===== src/rtl/sub_bist_pkg.sv =====
// Shared types and golden borrow-subtractor function for the subtractor-cell BIST.
package sub_bist_pkg;

  typedef enum logic [2:0] {
    IDLE,
    APPLY,
    WAIT,
    CHECK,
    DONE
  } state_e;

  localparam int VEC_W   = 5;
  localparam int NUM_VEC = 8;

  // Returns {s, cout} for a - b - cin with cin/cout acting as borrow.
  function automatic logic [1:0] sub_golden(input logic [2:0] abc);
    logic a, b, c;
    {a, b, c} = abc;
    return {a ^ b ^ c, (~a & b) | (~(a ^ b) & c)};
  endfunction

endpackage


===== src/rtl/sub_ref_model.sv =====
// Combinational golden 1-bit full subtractor; kept standalone so other blocks can reuse it.
module sub_ref_model
  import sub_bist_pkg::*;
(
  input  logic a_i,
  input  logic b_i,
  input  logic cin_i,
  output logic s_o,
  output logic cout_o
);

  assign {s_o, cout_o} = sub_golden({a_i, b_i, cin_i});

endmodule


===== src/rtl/sub_bist.sv =====
// Exhaustive self-test sequencer for the 1-bit subtractor cell: drives all 8 vectors,
// checks responses, and reports error count, pass/fail and the first failing vector.
module sub_bist
  import sub_bist_pkg::*;
#(
  parameter int SETTLE_CYCLES = 1
) (
  input  logic             clk,
  input  logic             rst,
  input  logic             start,
  input  logic             s_i,
  input  logic             cout_i,
  output logic             a_o,
  output logic             b_o,
  output logic             cin_o,
  output logic             busy,
  output logic             done,
  output logic             pass,
  output logic [3:0]       err_count,
  output logic             fail_valid,
  output logic [VEC_W-1:0] fail_vec
);

  localparam logic [2:0] SETTLE = 3'(SETTLE_CYCLES);

  state_e           state_q;
  logic [2:0]       idx_q;
  logic [2:0]       cnt_q;
  logic             busy_q;
  logic             done_q;
  logic             pass_q;
  logic [3:0]       err_q;
  logic             fv_q;
  logic [VEC_W-1:0] fvec_q;

  logic       s_exp, cout_exp;
  logic       mismatch;
  logic [3:0] err_d;

  sub_ref_model u_ref (
    .a_i    (idx_q[2]),
    .b_i    (idx_q[1]),
    .cin_i  (idx_q[0]),
    .s_o    (s_exp),
    .cout_o (cout_exp)
  );

  assign mismatch = ({s_i, cout_i} != {s_exp, cout_exp});
  assign err_d    = err_q + {3'b000, mismatch};

  always_ff @(posedge clk or negedge rst) begin
    if (!rst) begin
      state_q <= IDLE;
      idx_q   <= '0;
      cnt_q   <= '0;
      busy_q  <= 1'b0;
      done_q  <= 1'b0;
      pass_q  <= 1'b0;
      err_q   <= '0;
      fv_q    <= 1'b0;
      fvec_q  <= '0;
    end else begin
      done_q <= 1'b0;
      case (state_q)
        IDLE: begin
          if (start) begin
            err_q   <= '0;
            fv_q    <= 1'b0;
            fvec_q  <= '0;
            pass_q  <= 1'b0;
            idx_q   <= '0;
            busy_q  <= 1'b1;
            state_q <= APPLY;
          end
        end
        APPLY: begin
          if (SETTLE_CYCLES > 0) begin
            cnt_q   <= SETTLE - 3'd1;
            state_q <= WAIT;
          end else begin
            state_q <= CHECK;
          end
        end
        WAIT: begin
          if (cnt_q == 3'd0) state_q <= CHECK;
          else               cnt_q   <= cnt_q - 3'd1;
        end
        CHECK: begin
          err_q <= err_d;
          if (mismatch && !fv_q) begin
            fv_q   <= 1'b1;
            fvec_q <= {idx_q, s_i, cout_i};
          end
          // pass is resolved here so it is already valid during the done pulse
          if (idx_q == 3'(NUM_VEC - 1)) begin
            busy_q  <= 1'b0;
            done_q  <= 1'b1;
            pass_q  <= (err_d == 4'd0);
            state_q <= DONE;
          end else begin
            idx_q   <= idx_q + 3'd1;
            state_q <= APPLY;
          end
        end
        DONE:    state_q <= IDLE;
        default: state_q <= IDLE;
      endcase
    end
  end

  assign {a_o, b_o, cin_o} = idx_q;
  assign busy       = busy_q;
  assign done       = done_q;
  assign pass       = pass_q;
  assign err_count  = err_q;
  assign fail_valid = fv_q;
  assign fail_vec   = fvec_q;

endmodule


===== config.mk =====
export PLATFORM = sky130hd
export DESIGN_NAME = sub_bist
export DESIGN_NICKNAME = d
export VERILOG_FILES = /design/src/rtl/sub_bist_pkg.sv /design/src/rtl/sub_ref_model.sv /design/src/rtl/sub_bist.sv
export SDC_FILE = /design/constraint.sdc
export NUM_CORES = 1
export LEC_CHECK = 0
export ABC_AREA = 1
export BUFFER_PORTS_ARGS = -buffer_cell sky130_fd_sc_hd__clkbuf_2
export CORE_UTILIZATION = 41
export CTS_CLUSTER_SIZE = 24
export DETAILED_ROUTE_END_ITERATION = 6
export GPL_TIMING_DRIVEN = 1
export PLACE_DENSITY = 0.73
export SYNTH_ARGS = -nofsm -noshare
export SYNTH_HDL_FRONTEND = slang
export SYNTH_SLANG_ARGS = --single-unit

===== constraint.sdc =====
create_clock -name clk -period 2.3 [get_ports clk]
set_input_delay 0.69 -clock clk [delete_from_list [all_inputs] [get_ports clk]]
set_output_delay 0.69 -clock clk [all_outputs]
set_load 0.02 [all_outputs]

Yosys cells after proc, flatten, opt, wreduce, memory -nomap -nowiden

Cells that the tools add are included.
Widths: inputs -> output; s select.

Output and inout port bits: 16
Register bits after elaboration: 22
Input bits: 5
Word-level logic and storage cells: 67

Add/subtract/negate cells: 3
Reductions and logical operators: 13
Bitwise operators: 7
Equal/unequal tests: 11
Muxes and demuxes: 24

Operator list:

| cell                | count |
|---|---|
| $mux 3              | 6 |
| $ne 2x2->1 const B  | 6 |
| $pmux 3 s2          | 2 |
| $pmux 3 s4          | 1 |
| $mux 5              | 2 |
| $pmux 5 s2          | 1 |
| $reduce_and 3->1    | 3 |
| $pmux 4 s2          | 1 |
| $mux 1              | 7 |
| $eq 3x2->1 const B  | 2 |
| $logic_not 3->1     | 2 |
| $pmux 1 s2          | 3 |
| $reduce_and 2->1    | 3 |
| $add 4x1->4         | 1 |
| $logic_not 4->1     | 1 |
| $mux 4              | 1 |
| $reduce_bool 2->1   | 2 |
| $add 3x1->3 const B | 1 |
| $eq 3x1->1 const B  | 1 |
| $eq 3x3->1 const B  | 1 |
| $sub 3x1->3 const B | 1 |
| $and 1x1->1         | 2 |
| $ne 2x2->1          | 1 |
| $not 1->1           | 2 |
| 4 further kinds     | 5 |

Depth between registers and ports, before layout

Gate-level depths: netlist of the first run.

Depth in word-level cells: 9
Mapped depth: 13
Mapped depth without buffers: 13

Hierarchy

From an unflattened synthesis of the first run, not the netlist that was laid out.

Cell total of the unflattened synthesis: 130
Area total of the unflattened synthesis: 1117.3 µm²

Modules (own cells, without submodules):

| module        | cells each | sequential area each (µm²) | area an instance (µm²) | instances |
|---|---|---|---|---|
| sub_bist      | 126        | 550.5                      | 1086.0                 | 1 |
| sub_ref_model | 4          | 0.0                        | 31.3                   | 1 |

Worst setup path before layout of the first run

Ideal clock, no wire load.

Path kind: register -> register
From: register idx_q[1]
To: register pass_q, in the netlist pass
Buffers on the path: 0
Arrival time: 2145 ps
Setup time: 65 ps
Slack: 90 ps
Clock period less this slack: 2210 ps
Stages on the path, launching flop included: 13
Data required time: 2235 ps
Path through: dfrtp_1 -> inv_1 -> fa_1 -> nand2_1 -> nand2_1 -> nand2_1 -> ha_1 -> ha_1 -> xnor2_1 -> nand2_1 -> nor2_1 -> nand3_1 -> nand2_1

Cells in the longest elaborated chain, start to end: 9
Elaborated cells on any way between the ends: 14
Classes of those cells: add/sub (1); eq/ne (3); mux (2); bitwise (6); reduce/logical (2)

Ends and longest elaborated chain:

| item                   | line               | source |
|---|---|---|
| from (decl)            | sub_bist.sv:27     | `logic [2:0] idx_q;` |
| from (signal assigned) | sub_bist.sv:101    | `idx_q <= idx_q + 3'd1;` |
| $xor 1x1->1            | sub_bist_pkg.sv:19 | `return {a ^ b ^ c, (~a & b) \| (~(a ^ b) & c)};` |
| $not 1->1              | sub_bist_pkg.sv:19 |  |
| $and 1x1->1            | sub_bist_pkg.sv:19 |  |
| $or 1x1->1             | sub_bist_pkg.sv:19 |  |
| $ne 2x2->1             | sub_bist.sv:48     | `assign mismatch = ({s_i, cout_i} != {s_exp, cout_exp});` |
| $add 4x1->4            | sub_bist.sv:49     | `assign err_d = err_q + {3'b000, mismatch};` |
| $logic_not 4->1        | sub_bist.sv:98     | `pass_q <= (err_d == 4'd0);` |
| $mux 1                 | sub_bist.sv:95     | `if (idx_q == 3'(NUM_VEC - 1)) begin` |
| $pmux 1 s2             | sub_bist.sv:64     | `case (state_q)` |
| to (signal assigned)   | sub_bist.sv:98     |  |
| to (decl)              | sub_bist.sv:31     | `logic pass_q;` |

Parallel ways exist; a longest one is shown, timed or not. The select of a mux whose other input is x is not followed.
A chain may end at the register's enable or synchronous reset.

Worst setup path after layout of the first run

Same ends and word-level chain as after synthesis.

==> results of run 1 <==
==> cell usage after synthesis, drive strengths merged <==
cell type	instances
nor3	4
xnor2	1
clkinv	1
nand4	5
nor2	6
nand3b	1
nor4	1
xor2	1
nand3	11
buf	2
ha	6
nand2	41
a21oi	1
dfrtp	22
inv	18
fa	1
o21ai	9
==> power by group through the flow <==
stage          Clock (W)  Sequential, W  Combinational [W]
2_1_floorplan          0       0.000735           0.000555
3_3_place_gp           0       0.000638           0.000858
3_5_place_dp           0       0.000647           0.000897
4_1_cts         0.000218       0.000640           0.000901
5_1_grt         0.000228       0.000664            0.00102
6_report        0.000210       0.000643           0.000899
==> final cells by class <==
| cell class | instances | share of cell area |
|---|---|---|
| repair buffers | 21 | 0.0824 |
| flip-flops and latches | 22 | 0.421 |
| inverters | 19 | 0.0556 |
| multi-input cells | 88 | 0.384 |
| well taps | 30 | 0.0287 |
| clock buffers | 4 | 0.0278 |
==> worst max-delay path: cells and delay by family, from the launching register on <==
family,cells,cell delay (ps)
simple gates,7,460
buf+inv,1,90
flops,1,430
fa+ha+maj,3,930
xor+xnor,1,190
==> metal layers <==
layer | part of all wire | wire length [um]
met5 | 0 | 0
met4 | 0.0046 | 10
met3 | 0.033 | 72
met2 | 0.50 | 1080
met1 | 0.46 | 987
==> metrics by stage <==
step / power, W / hold slack [ps] / utilization / setup slack [ps]
2_1_floorplan: 0.00129 / 394 / - / 89.6
3_3_place_gp: 0.00150 / 456 / 0.496 / 229
3_5_place_dp: 0.00154 / 460 / 0.496 / 144
4_1_cts: 0.00176 / 353 / 0.510 / 113
5_1_grt: 0.00191 / 381 / 0.513 / 4.12
6_report: 0.00175 / 340 / 0.513 / 138
==> path summary, 6_finish.rpt <==
check                            start           to  slack, ps  cells after the start
min reg2reg                fail_vec[3]  fail_vec[3]        480                      2
min                                rst     cnt_q[2]        340                      1
max in group asynchronous          rst     idx_q[2]       1610                      1
max reg2reg                   idx_q[1]         pass        140                     12
max                           idx_q[1]         pass        140                     12
min in group clk           fail_vec[3]  fail_vec[3]        480                      2
==> what timing repair did <==
action,in CTS,in global routing
setup endpoints to repair,0,1
hold buffers,0,0
gates resized for setup,0,2
==> layout by cell type (no fill, tap or decap), types with 3 or more instances in the layout <==
cell,netlist,final
nor3_2,3,3
dfrtp_1,22,22
ha_1,6,6
clkbuf_4,0,3
nor2_1,4,4
nand4_1,5,5
inv_1,17,16
nand2_1,40,40
nand3_1,10,10
clkbuf_2,0,20
o21ai_1,7,7
==> flip-flops by register name (all words and copies together), names as in the netlist <==
signal      count
fail_vec        5
err_count       4
cnt_q           3
idx_q           3
state_q         3
busy            1
done            1
fail_valid      1
pass            1
==> cells by family after synthesis <==
| kind of cell | share of synthesized area |
|---|---|
| flops | 0.487 |
| xor+xnor | 0.0155 |
| fa+ha+maj | 0.0842 |
| compound gates | 0.0443 |
| simple gates | 0.293 |
| buf+inv | 0.0753 |
==> impl_metrics.tcl, run 1 <==
set metrics [dict create \
    cp_common_cell "nand2_1" \
    worst_slew_pin_slew_ps 534 \
    clockBufferDepth 2 \
    drt_iter0_markers 23 \
    arrival_ps 2410 \
    portBuffers 20 \
    drc 0 \
    gp_congestion 0.809 \
    fin_skew_ps 2.23 \
    grt_overflow 0 \
    drt_wl_total_um 2150 \
    end_kind "flop" \
    yosys_register_bits 22 \
    synth_nets 143 \
    antenna_found_initial 0 \
    required_ps 2550 \
    swShare 0.469 \
    dieArea_sq_um 2970 \
    grtUsageTotal 0.163 \
    cp_slowest_stage_delay_ps 530 \
    grtUsageMet3 0.0472 \
    leakage_nw 0.725 \
    nets 167 \
    drive_gt1_frac 0.234 \
    worstPathMaxFanout 4 \
    dp_hpwl_um 1680 \
    ant_nets 0 \
    setup_viol 0 \
    crit_path_top_delay_cell "fa_1" \
    finish.instance_area_sq_um 1310 \
    finalHoldViolations 0 \
    initial_core_util 0.444 \
    drt-vias-per-instance 5.03 \
    cts.htree.levels 1 \
    tritoncts "built" \
    min_period_ps 2160 \
    grt_max_degree 23 \
    combPwrFrac 0.513 \
    yosysSeqAreaShare 0.487 \
    vias 925 \
    rsz0062_at_grt "false" \
    ys.warnings.count 0 \
    layoutNonFillerInstCount 184 \
    slew_headroom 0.644 \
    tns_ps 0 \
    dpl_cell_area_sq_um 1260 \
    grt_pass1_vias 830 \
    core_sq_um 2540 \
    cts_root_buf "clkbuf_4" \
    syn_inst 131 \
    nFillCells 251 \
    power_frac_seq 0.367 \
    rows 18 \
    finalCritPeriodShare 0.940 \
    start_kind "flop" \
    synth_top_cell_area_share 0.487 \
    hp-class "input port to async pin" \
    busiest_layer "met2" \
    synth_area_per_cell_sq_um 8.62 \
    seq_area_sq_um 551 \
    met1_usage 0.206 \
    worstSkewPairLatency_ps 300 \
    synth_area_leaders "dfrtp_1 (49%), nand2_1 (13%), ha_1 (6.6%)" \
    cts.reportedPaths.clkPinSlew_ps 120 \
    synth_top_area_cell "dfrtp_1" \
    ios 21 \
    internal-power_w 0.000931 \
    grt_pass1_wl_um 3390 \
    clock_sinks 22 \
    area_growth_pct 15.6 \
    clkPwrFrac 0.120 \
    worstSetupPathType "flop to flop" \
    post_cts_buffers 0 \
    die-height_um 54.5 \
    power.density_nw_per_um2 1340 \
    synth_cell_types 24 \
    diodes 0 \
    fmax_mhz 463 \
    multi_input_area_sq_um 502 \
    worstPathCellList "inv_1 > fa_1 > nand2_1 > nand2_1 > nand2_1 > ha_1 > ha_1 > xnor2_2 > nand2_1 > nor2_1 > nand3_1 > nand2_1" \
    outcome "complete, no violations" \
    gr-usage-met2 0.258 \
    cap_violations 0 \
    numCtsBuffers 3 \
    die_w_um 54.5 \
    ir_drop_mv 0.820 \
    drtPass1Iterations 4 \
    syn-cell-area_sq_um 1130 \
    wl_per_cell_um 11.7 \
    maxSlewViolCount 0 \
    placed_cells 180 \
    power.net_switching_w 0.000822 \
]
Note: power is estimated with default switching activity, not from simulation.
==> run 2, diff against run 1 <==
--- a/config.mk
+++ b/config.mk
@@ -5,7 +5,6 @@
 export SDC_FILE = /design/constraint.sdc
 export NUM_CORES = 1
 export LEC_CHECK = 0
-export ABC_AREA = 1
 export BUFFER_PORTS_ARGS = -buffer_cell sky130_fd_sc_hd__clkbuf_2
 export CORE_UTILIZATION = 41
 export CTS_CLUSTER_SIZE = 24
==> impl_metrics.tcl, run 2 <==
set metrics [dict create \
    fmax_mhz 439 \
    dp_hpwl_um 1540 \
    dpl_cell_area_sq_um 1270 \
    clock_sinks 22 \
    numCtsBuffers 3 \
    swShare 0.419 \
    largest_register_ffs 5 \
    internal-power_w 0.000997 \
    grt_max_degree 23 \
    yosysMostFrequentCell "dfrtp_1" \
    outcome "complete, no violations" \
    drtPass1Iterations 6 \
    finalCritPeriodShare 0.990 \
    cap_violations 0 \
    combPwrFrac 0.533 \
    syn_inst 106 \
    yosysSeqAreaShare 0.488 \
    ant_nets 0 \
    cp_slowest_stage_delay_ps 570 \
    cts_root_buf "clkbuf_4" \
    busiest_layer "met2" \
    synth_area_per_cell_sq_um 10.6 \
    start_kind "flop" \
    tns_ps 0 \
    synth_top_cell_area_share 0.488 \
    maxSlewViolCount 0 \
    worstSkewPairLatency_ps 300 \
    startpoint "idx_q[0]" \
    ir_drop_mv 0.808 \
    final_common_cell "clkbuf_2" \
    power.density_nw_per_um2 1310 \
    finish.instance_area_sq_um 1310 \
    portBuffers 20 \
    fin_ws_ps 22.5 \
    grt_overflow 0 \
    vias 834 \
    synthFlopType "dfrtp_1" \
    ios 21 \
    diodes 0 \
    die_w_um 54.4 \
    drt_iter0_markers 10 \
    leakage_nw 0.658 \
    synth_area_leaders "dfrtp_1 (49%), ha_1 (6.7%), nand2_1 (5.3%)" \
    layoutNonFillerInstCount 158 \
    reg2reg_from "idx_q[0]" \
    hp-class "input port to async pin" \
    worst_slew_pin_slew_ps 544 \
    grt_pass1_vias 755 \
    worstPathCellList "inv_2 > fa_1 > xnor2_2 > nand2_1 > ha_2 > ha_4 > or4_1 > o21ai_1" \
    fin_skew_ps 3.74 \
    synthTopCellsByCount "dfrtp_1 (22), nand2_1 (16), o21ai_0 (9)" \
    synth_nets 118 \
    drt-vias-per-instance 5.28 \
    synth_top_area_cell "dfrtp_1" \
    met1_usage 0.184 \
    arrival_ps 2510 \
    syn-cell-area_sq_um 1130 \
    initial_core_util 0.443 \
    antenna_found_initial 0 \
    yosys_register_bits 22 \
    async_flop_share 1.00 \
    power.net_switching_w 0.000721 \
    synth_edf_count 0 \
    dp_slack_ps 48.4 \
    cts.htree.levels 1 \
    clkPwrFrac 0.104 \
    min_period_ps 2280 \
    synth_cell_types 32 \
    grt_pass1_wl_um 3300 \
    drive_gt1_frac 0.328 \
    worstSetupPathType "flop to flop" \
    drc 0 \
    dieArea_sq_um 2960 \
    nets 141 \
    gp_congestion 0.716 \
    die-height_um 54.4 \
    rsz0062_at_grt "true" \
    slew_headroom 0.637 \
    rows 18 \
    wl_per_cell_um 13.0 \
    cts.reportedPaths.clkPinSlew_ps 120 \
    ys.warnings.count 0 \
    required_ps 2540 \
    finalHoldViolations 0 \
    grtUsageTotal 0.159 \
    worstPathMaxFanout 2 \
    setup_viol 0 \
    area_growth_pct 16.1 \
    core_sq_um 2540 \
    gr-usage-met2 0.276 \
    placed_cells 153 \
    tritoncts "built" \
    drt_wl_total_um 2060 \
    power_frac_seq 0.363 \
    final_cell_mix "clkbuf_2 (20), dfrtp_1 (19), nand2_1 (16)" \
    clockBufferDepth 2 \
    crit_path_top_delay_cell "fa_1" \
    end_kind "flop" \
    grtUsageMet3 0.0333 \
]
==> run 2: worst paths after layout <==
path	end	slack (ps)	cells past startpoint
setup reg to reg	pass	20	8
setup / recovery	pass	20	8
max in group asynchronous	idx_q[1]	1570	1
hold / removal	err_count[0]	340	1
hold reg to reg	busy	500	2
min in group clk	busy	500	2
==> run 2: layout make-up <==
| type | count | area [sq um] |
|---|---|---|
| Tap cell | 30 | 37.5 |
| Clock buffer | 4 | 26.3 |
| Sequential cell | 22 | 554 |
| Multi-Input combinational cell | 71 | 534 |
| Inverter | 7 | 26.3 |
| Timing Repair Buffer | 24 | 130 |
| Fill cell | 233 | 1240 |
==> run 2: power by group through the flow <==
stage / registers (W) / clock network (W) / logic (W)
after floorplan: 0.000706 / 0 / 0.000581
after global placement: 0.000624 / 0 / 0.000846
after detailed placement: 0.000633 / 0 / 0.000882
after CTS: 0.000625 / 0.000186 / 0.000886
after global routing: 0.000644 / 0.000205 / 0.00102
final: 0.000623 / 0.000179 / 0.000916
==> run 2: stage by stage <==
stage	utilization	hold slack (ps)	total power [W]
floorplan	-	394	0.00129
global placement	0.498	462	0.00147
detailed placement	0.498	473	0.00152
CTS	0.508	359	0.00170
global route	0.514	372	0.00186
finish	0.514	344	0.00172
==> run 2: per-layer routing <==
layer / share of wire / vias to the layer above
li1: - / 413
met4: 0.0092 / 0
met2: 0.50 / 16
met3: 0.024 / 2
met5: 0 / -
met1: 0.47 / 403
==> run 2: repair_timing <==
action	in CTS	in global routing
hold buffers	0	0
resized for setup	0	1
endpoints found under the setup margin	0	1
setup buffers	0	1
==> run 2: kinds of logic after synthesis <==
kind of cell	count (synthesis)	share of synthesized area
buf+inv	13	0.0577
mux	2	0.0178
fa+ha+maj	7	0.0843
simple gates	31	0.141
xor+xnor	5	0.0389
flops	22	0.488
compound gates	26	0.172
==> run 2: critical path: cells and delay by family, from the launching register on <==
family | cells | cell delay (ps)
AOI/OAI and AO/OA | 1 | 130
xor gates and xnor gates | 1 | 120
adders and majority gates | 3 | 970
buffers and inverters | 1 | 40
DFF | 1 | 380
and+or+nand+nor | 2 | 560
